### src/rtl/fb_pkg.sv
// Shared framebuffer definitions: fetch FSM state encoding and default geometry
// used by both the draw-side address calculation and the read-side line fetch.
package fb_pkg;

    typedef enum logic [1:0] {
        IDLE  = 2'd0,
        WAIT  = 2'd1,
        FETCH = 2'd2,
        DONE  = 2'd3
    } fb_state_t;

    localparam int FB_CORDW_DEF  = 16;
    localparam int FB_WIDTH_DEF  = 320;
    localparam int FB_HEIGHT_DEF = 180;
    localparam int FB_SCALE_DEF  = 2;
    localparam int FB_OFFY_DEF   = 60;

    // Wrapping counter of display lines within one framebuffer row.
    function automatic logic [5:0] scale_next(input logic [5:0] cnt, input logic [5:0] last);
        logic [5:0] nxt;
        if (cnt == last) begin
            nxt = 6'd0;
        end else begin
            nxt = cnt + 6'd1;
        end
        return nxt;
    endfunction

endpackage

### src/rtl/fb_line_fetch.sv
// Framebuffer read engine: copies one framebuffer row into the linebuffer at the
// start of each scaled display line, compensating for one cycle of BRAM latency.
module fb_line_fetch
    import fb_pkg::*;
#(
    parameter int CORDW     = FB_CORDW_DEF,
    parameter int FB_WIDTH  = FB_WIDTH_DEF,
    parameter int FB_HEIGHT = FB_HEIGHT_DEF,
    parameter int FB_SCALE  = FB_SCALE_DEF,
    parameter int FB_OFFY   = FB_OFFY_DEF,
    parameter int ADDRW     = $clog2(FB_WIDTH * FB_HEIGHT),
    parameter int LBAW      = $clog2(FB_WIDTH)
) (
    input  logic                    clk,
    input  logic                    rst_n,
    input  logic                    frame_start,
    input  logic                    line_start,
    input  logic signed [CORDW-1:0] sy,
    output logic                    fb_re,
    output logic [ADDRW-1:0]        fb_addr,
    output logic                    lb_we,
    output logic [LBAW-1:0]         lb_addr,
    output logic                    busy,
    output logic                    done,
    output logic                    overrun
);

    localparam int ROWW = $clog2(FB_HEIGHT + 1);

    localparam logic signed [CORDW-1:0] SY_FIRST   = CORDW'(FB_OFFY);
    localparam logic signed [CORDW-1:0] SY_END     = CORDW'(FB_OFFY + FB_HEIGHT * FB_SCALE);
    localparam logic [LBAW-1:0]         LAST_X     = LBAW'(FB_WIDTH - 1);
    localparam logic [ROWW-1:0]         LAST_ROW   = ROWW'(FB_HEIGHT - 1);
    localparam logic [5:0]              SCALE_LAST = 6'(FB_SCALE - 1);
    localparam logic [ADDRW-1:0]        ROW_STEP   = ADDRW'(FB_WIDTH);

    fb_state_t        state_r, state_s;
    logic [ADDRW-1:0] row_base_r, row_base_s;
    logic [ROWW-1:0]  row_r, row_s;
    logic [LBAW-1:0]  cnt_x_r, cnt_x_s;
    logic [5:0]       cnt_scale_r, cnt_scale_s;
    logic             overrun_s;
    logic             in_range_s;
    logic [ADDRW-1:0] fb_addr_s;

    // Signed compare keeps blanking lines (negative sy) out of range.
    assign in_range_s = (sy >= SY_FIRST) && (sy < SY_END);
    assign fb_addr_s  = row_base_s + ADDRW'(cnt_x_s);

    // Next-state and counter logic for the fetch FSM.
    always_comb begin
        state_s     = state_r;
        row_base_s  = row_base_r;
        row_s       = row_r;
        cnt_x_s     = cnt_x_r;
        cnt_scale_s = cnt_scale_r;
        overrun_s   = overrun;

        if (frame_start) begin
            row_base_s  = '0;
            row_s       = '0;
            cnt_x_s     = '0;
            cnt_scale_s = 6'd0;
            overrun_s   = 1'b0;
            state_s     = WAIT;
        end else begin
            case (state_r)
                IDLE: begin
                    state_s = IDLE;
                end
                WAIT: begin
                    if (line_start && in_range_s) begin
                        if (cnt_scale_r == 6'd0) begin
                            cnt_x_s = '0;
                            state_s = FETCH;
                        end else begin
                            state_s = WAIT;
                        end
                        cnt_scale_s = scale_next(cnt_scale_r, SCALE_LAST);
                    end else begin
                        state_s = WAIT;
                    end
                end
                FETCH: begin
                    // A line arriving mid-fetch is flagged and counted but never queued.
                    if (line_start) begin
                        overrun_s = 1'b1;
                        if (in_range_s) begin
                            cnt_scale_s = scale_next(cnt_scale_r, SCALE_LAST);
                        end else begin
                            cnt_scale_s = cnt_scale_r;
                        end
                    end else begin
                        overrun_s = overrun;
                    end
                    if (cnt_x_r == LAST_X) begin
                        cnt_x_s    = '0;
                        row_base_s = row_base_r + ROW_STEP;
                        row_s      = row_r + ROWW'(1);
                        if (row_r == LAST_ROW) begin
                            state_s = DONE;
                        end else begin
                            state_s = WAIT;
                        end
                    end else begin
                        cnt_x_s = cnt_x_r + LBAW'(1);
                        state_s = FETCH;
                    end
                end
                DONE: begin
                    state_s = IDLE;
                end
                default: begin
                    state_s = IDLE;
                end
            endcase
        end
    end

    // FSM state and counters.
    always_ff @(posedge clk or negedge rst_n) begin
        if (!rst_n) begin
            state_r     <= IDLE;
            row_base_r  <= '0;
            row_r       <= '0;
            cnt_x_r     <= '0;
            cnt_scale_r <= 6'd0;
        end else begin
            state_r     <= state_s;
            row_base_r  <= row_base_s;
            row_r       <= row_s;
            cnt_x_r     <= cnt_x_s;
            cnt_scale_r <= cnt_scale_s;
        end
    end

    // Registered outputs; the linebuffer strobe trails the read by one cycle.
    always_ff @(posedge clk or negedge rst_n) begin
        if (!rst_n) begin
            fb_re   <= 1'b0;
            fb_addr <= '0;
            busy    <= 1'b0;
            done    <= 1'b0;
            overrun <= 1'b0;
            lb_we   <= 1'b0;
            lb_addr <= '0;
        end else begin
            fb_re   <= (state_s == FETCH);
            busy    <= (state_s == FETCH);
            fb_addr <= (state_s == FETCH) ? fb_addr_s : '0;
            done    <= (state_s == DONE);
            overrun <= overrun_s;
            lb_we   <= fb_re;
            lb_addr <= fb_re ? cnt_x_r : '0;
        end
    end

endmodule

### config.mk
export PLATFORM = sky130hd
export DESIGN_NAME = fb_line_fetch
export DESIGN_NICKNAME = d
export VERILOG_FILES = /design/src/rtl/fb_pkg.sv /design/src/rtl/fb_line_fetch.sv
export SDC_FILE = /design/constraint.sdc
export NUM_CORES = 1
export LEC_CHECK = 0
export BUFFER_PORTS_ARGS = -buffer_cell sky130_fd_sc_hd__buf_2
export CORE_AREA = 2 2 88 90
export CTS_BUF_LIST = sky130_fd_sc_hd__clkbuf_8
export CTS_CLUSTER_DIAMETER = 30
export CTS_CLUSTER_SIZE = 30
export DETAILED_ROUTE_END_ITERATION = 7
export DIE_AREA = 0 0 90 92
export GPL_TIMING_DRIVEN = 0
export HOLD_SLACK_MARGIN = 0.03
export PLACE_DENSITY = 0.76
export REMOVE_ABC_BUFFERS = 1
export SYNTH_ARGS = -nofsm -noshare
export SYNTH_HDL_FRONTEND = slang
export SYNTH_SLANG_ARGS = --single-unit
### constraint.sdc
create_clock -name clk -period 8.2 [get_ports clk]
set_input_delay 1.64 -clock clk [delete_from_list [all_inputs] [get_ports clk]]
set_output_delay 1.64 -clock clk [all_outputs]
set_load 0.1 [all_outputs]
# Yosys cells after proc, flatten, opt, wreduce, memory -nomap -nowiden
# Cells that the tools add are included.
# word_totals
wordCells	69
output_inout_bits	30
reg_bits	70
input_bits	20
# op_classes
n_reduce_logical	12
eq_ne	11
mux	28
order_cmp	2
add_sub_neg	5
# ops
operator	n
16-bit 2-to-1 mux	4
9-bit 2-to-1 mux	5
6-bit 2-to-1 mux	5
8-bit 2-to-1 mux	3
9-bit one-hot mux with 2 select lines	1
16-bit by 9-bit adder with 16-bit output	1
16-bit by 9-bit adder with 16-bit output, second input constant	1
16-bit by 7-bit greater-or-equal comparator with 1-bit output, second input constant	1
16-bit by 10-bit less-than comparator with 1-bit output, second input constant	1
6-bit one-hot mux with 2 select lines	1
2-bit 2-to-1 mux	5
9-bit by 1-bit adder with 9-bit output, second input constant	1
9-bit == test, second input constant	1
3-bit != test, second input constant	3
8-bit by 1-bit adder with 8-bit output, second input constant	1
2-bit == test, second input constant	4
8-bit == test, second input constant	1
6-bit by 1-bit adder with 6-bit output, second input constant	1
6-bit by 1-bit == test with 1-bit output, second input constant	1
6-bit logical NOT	1
2-bit one-hot mux with 3 select lines	1
2-bit nonzero test	3
2-bit AND reduction	2
4-bit AND reduction	1
6 further kinds	9

# Longest topological paths before layout
# logic_depth
ltp_word	8
mapped_depth	16

# Least setup slack after synthesis
# No wires, ideal clock.
# synth_timing
path_type	input to register
from	input port sy[14]
to	register fb_addr[12]
required_time_ns	8.122
arrival_ns	4.755
setup_slack_ns	3.367
path_buffers	0
stages	14
cell_sequence	nor4b_1 o211ai_1 o31ai_1 nand2b_1 a21oi_1 nor2_1 ha_1 fa_1 a211oi_1 o21ai_0 a2111oi_1 nor2_1 a211o_1 a21oi_1
# synth_between
elab_chain_len	8
# synth_rtl
element	line	text
from (decl)	fb_line_fetch.sv:18	input logic signed [CORDW-1:0] sy,
16-bit by 7-bit greater-or-equal comparator with 1-bit output / 16-bit by 10-bit less-than comparator with 1-bit output (equally long branches)	fb_line_fetch.sv:47	assign in_range_s = (sy >= SY_FIRST) && (sy < SY_END);
1-bit logical AND (*)	fb_line_fetch.sv:47	
1-bit logical AND (*)	fb_line_fetch.sv:72	if (line_start && in_range_s) begin
9-bit 2-to-1 mux (*)	fb_line_fetch.sv:72	
9-bit one-hot mux with 2 select lines (*)	fb_line_fetch.sv:67	case (state_r)
9-bit 2-to-1 mux (*)	fb_line_fetch.sv:59	if (frame_start) begin
named net cnt_x_s[0]	fb_line_fetch.sv:40	logic [LBAW-1:0] cnt_x_r, cnt_x_s;
16-bit by 9-bit adder with 16-bit output (*)	fb_line_fetch.sv:48	assign fb_addr_s = row_base_s + ADDRW'(cnt_x_s);
16-bit 2-to-1 mux (*)	fb_line_fetch.sv:150	fb_addr <= (state_s == FETCH) ? fb_addr_s : '0;
to (signal assigned)	fb_line_fetch.sv:150	
to (decl)	fb_line_fetch.sv:20	output logic [ADDRW-1:0] fb_addr,
# Mark *: on every way through the listed nets, which the timed path passes. The rest lies on a longest branch.
# A chain may end at the register's enable or synchronous reset.

# Worst setup path in the final report
# Same ends and word-level chain as after synthesis.

==> results_dict.tcl <==
set metrics [dict create \
    status "finished clean" \
    rows 32 \
    post_cts_buffers 0 \
    synth_edf_count 0 \
    async_flop_share_pct 100 \
    via_per_inst 5.35 \
    clock_path_buffers 2 \
    rsz0062_at_grt "false" \
    root_buffer "clkbuf_8" \
    cp-start-kind "input port" \
    maxSlewViolCount 0 \
    syn_area_per_cell_um2 9.87 \
    routedWlPerCell_um 13.7 \
    fin_tns_setup_ns 0 \
    antenna_found_initial 0 \
    netlist_area_mm2 0.00361 \
    areaGrowthSynthToFinish_pct 15.8 \
    crit_path_max_fanout 5 \
    finalCriticalPeriod_ns 5.16 \
    min_period_over_period_pct 62.9 \
    grt-ovfl-total 0 \
    syn_inst 366 \
    ys_seq_area_share_pct 48.5 \
    finalPower_mw 0.730 \
    hp-class "reg2reg" \
    yosysTopAreaCell "dfrtp_1" \
    fillers 678 \
    vias 2794 \
    drt_iter0_drc 227 \
    crit_required_ns 8.48 \
    utilization_pct 56.1 \
    clk_latency_ns 0.35 \
    dp_cells 506 \
    tightest_slew_ns 0.848 \
    r2r_slack_ns 3.91 \
    final_cells 522 \
    drive_gt1_share_pct 18.8 \
    grt_pass1_wl_mm 12.1 \
    fmax_ghz 0.194 \
    worst_ir_drop_vdd_v 0.0000774 \
    max_cap_violations 0 \
    htreeDepth 3 \
    layout_common_cells "70 x dfrtp_1, 51 x nor2_1, 46 x buf_2, 26 x nand2_1, 20 x o21ai_0" \
    num_antenna_cells 0 \
    die-area_mm2 0.00828 \
    hold_slack_ns 0.517 \
    layout.nets 453 \
    core-area_mm2 0.00745 \
    yosysWarnings 0 \
    hold_viol_final 0 \
    timing.rr.start "cnt_scale_r[2]" \
    cts.sinks 70 \
    ant_nets 0 \
    relSlewSlack_pct 43.0 \
    cp-end-kind "flip-flop" \
    reg2regPathDepth 14 \
    die_y_um 92 \
    clk_pin_slew_ns 0.08 \
    drc 0 \
    r2r_end "fb_addr[12]" \
    grt_pass1_vias 2734 \
    wirelength_mm 7.13 \
    die_x_um 90 \
    worstSetupPathType "in2reg" \
    numPortBuffers 47 \
    boundaryPins 50 \
    drtPass1Iterations 4 \
    grt_max_degree 71 \
    place_congestion 0.784 \
    min_from "overrun" \
    p_per_area_mw_per_mm2 175 \
    layout_commonest_cell "dfrtp_1" \
    synthTopCellsByArea "dfrtp_1 48%, ha_1 5.9%, nor2_1 5.3%" \
    track_usage_pct 18.3 \
    leakage_nw 1.96 \
    dp_hpwl_mm 4.84 \
    finClkSkew_ns 0.00842 \
    yosysUniqueCellTypes 53 \
    numCtsBuffers 9 \
    cts_tree "yes" \
    setup.worst_path.start "sy[14]" \
    synthFlopType "dfrtp_1" \
    ctsHoldBuffers 0 \
    ys_ff_latch 70 \
    cp.arrival_ns 5.44 \
    yosysTopAreaCellShare_pct 48.5 \
    final-setup-viol-count 0 \
    hold_depth 2 \
    whs_endpoint "overrun" \
    start_util_pct 48.5 \
    cts_resized 0 \
]
==> critical path, cell delays in order <==
cell	delay [ns]
buf_2	0.09
nor4b_1	0.31
o211ai_1	0.19
o31ai_1	0.41
nand2b_1	0.23
a21oi_1	0.19
nor2_1	0.07
ha_1	0.27
fa_1	0.43
a211oi_1	0.28
o21ai_0	0.21
a2111oi_1	0.58
nor2_1	0.14
a211o_1	0.28
a21oi_1	0.12
==> cells by family after synthesis <==
logic type,after synthesis,synth area share [%]
flip-flops,70,48.5
adder cells (fa/ha/maj),18,6.44
AO/OA/AOI/OAI,70,12.3
multiplexers,5,1.52
buffers and inverters,20,2.60
AND/OR/NAND/NOR,164,24.0
XOR/XNOR,19,4.61
==> layer usage <==
layer / vias to the layer above / GRT usage, % / wire, um
li1: 1393 / - / -
met1: 1341 / 23.2 / 3410
met2: 45 / 28.6 / 3270
met3: 15 / 5.51 / 276
met4: 0 / 9.62 / 178
met5: - / 0 / 0
==> worst max path at each step <==
stage / endpoint / slack (ns) / depth (start not counted)
3_3_place_gp: fb_addr[12] / 2.69 / 15
3_5_place_dp: fb_addr[12] / 2.67 / 15
6_report: fb_addr[12] / 3.04 / 15
4_1_cts: fb_addr[12] / 3.02 / 15
5_1_grt: fb_addr[12] / 2.47 / 15
2_1_floorplan: fb_addr[12] / 3.38 / 14
==> power by group <==
group,internal (mW),switching (mW),leakage (nW)
clock network,0.219,0.133,0.122
logic,0.00909,0.0199,0.870
registers,0.347,0.00260,0.972
total,0.575,0.155,1.96
==> sequential cells by signal, summed over array words and instances, names as in the netlist <==
signal	flops
busy	1
state_r	2
row_base_r	16
lb_addr	9
cnt_scale_r	6
fb_addr	16
cnt_x_r	9
overrun	1
row_r	8
done	1
lb_we	1
==> cell type report <==
| class | instances | area, um^2 | share of cell area, % |
|---|---|---|---|
| well taps | 102 | 128 | 3.05 |
| repair buffers | 47 | 238 | 5.69 |
| clock inverters | 5 | 105 | 2.51 |
| clock buffers | 11 | 151 | 3.62 |
| inverters | 11 | 41.3 | 0.987 |
| flip-flops and latches | 70 | 1750 | 41.9 |
| multi-input cells | 276 | 1770 | 42.3 |
==> cell usage after synthesis, types with 2 or more instances <==
master    count
o211ai_1      3
xor2_1        9
nor2_1       51
o21ai_0      20
a211oi_1      4
or2_2         3
nor4_2        2
buf_6         2
nand4_1       6
nand3_1      13
nor4_1        8
inv_1         9
o21a_1        4
a311oi_1      4
buf_1         2
and4_1        3
xnor2_1      10
a21o_1        3
ha_1         17
and3_1        3
nand3b_1      3
mux2i_1       4
and2_1       12
nand2_1      26
clkinv_1      2
or3_1         3
o31ai_1       3
nor3_1        9
nor4b_1       2
nor3_2        2
o21ai_1       2
a21oi_1      18
clkbuf_1      4
dfrtp_1      70
a211o_1       2
nor2b_1      11
==> metrics by stage <==
step | setup WS, ns | area (um^2)
finish | 3.04 | 4180
global route | 2.47 | 4180
CTS | 3.02 | 4180
detailed placement | 2.67 | 3930
global placement | 2.69 | 3920
floorplan | 3.38 | 3560
Power figures use the tool's default switching activity.
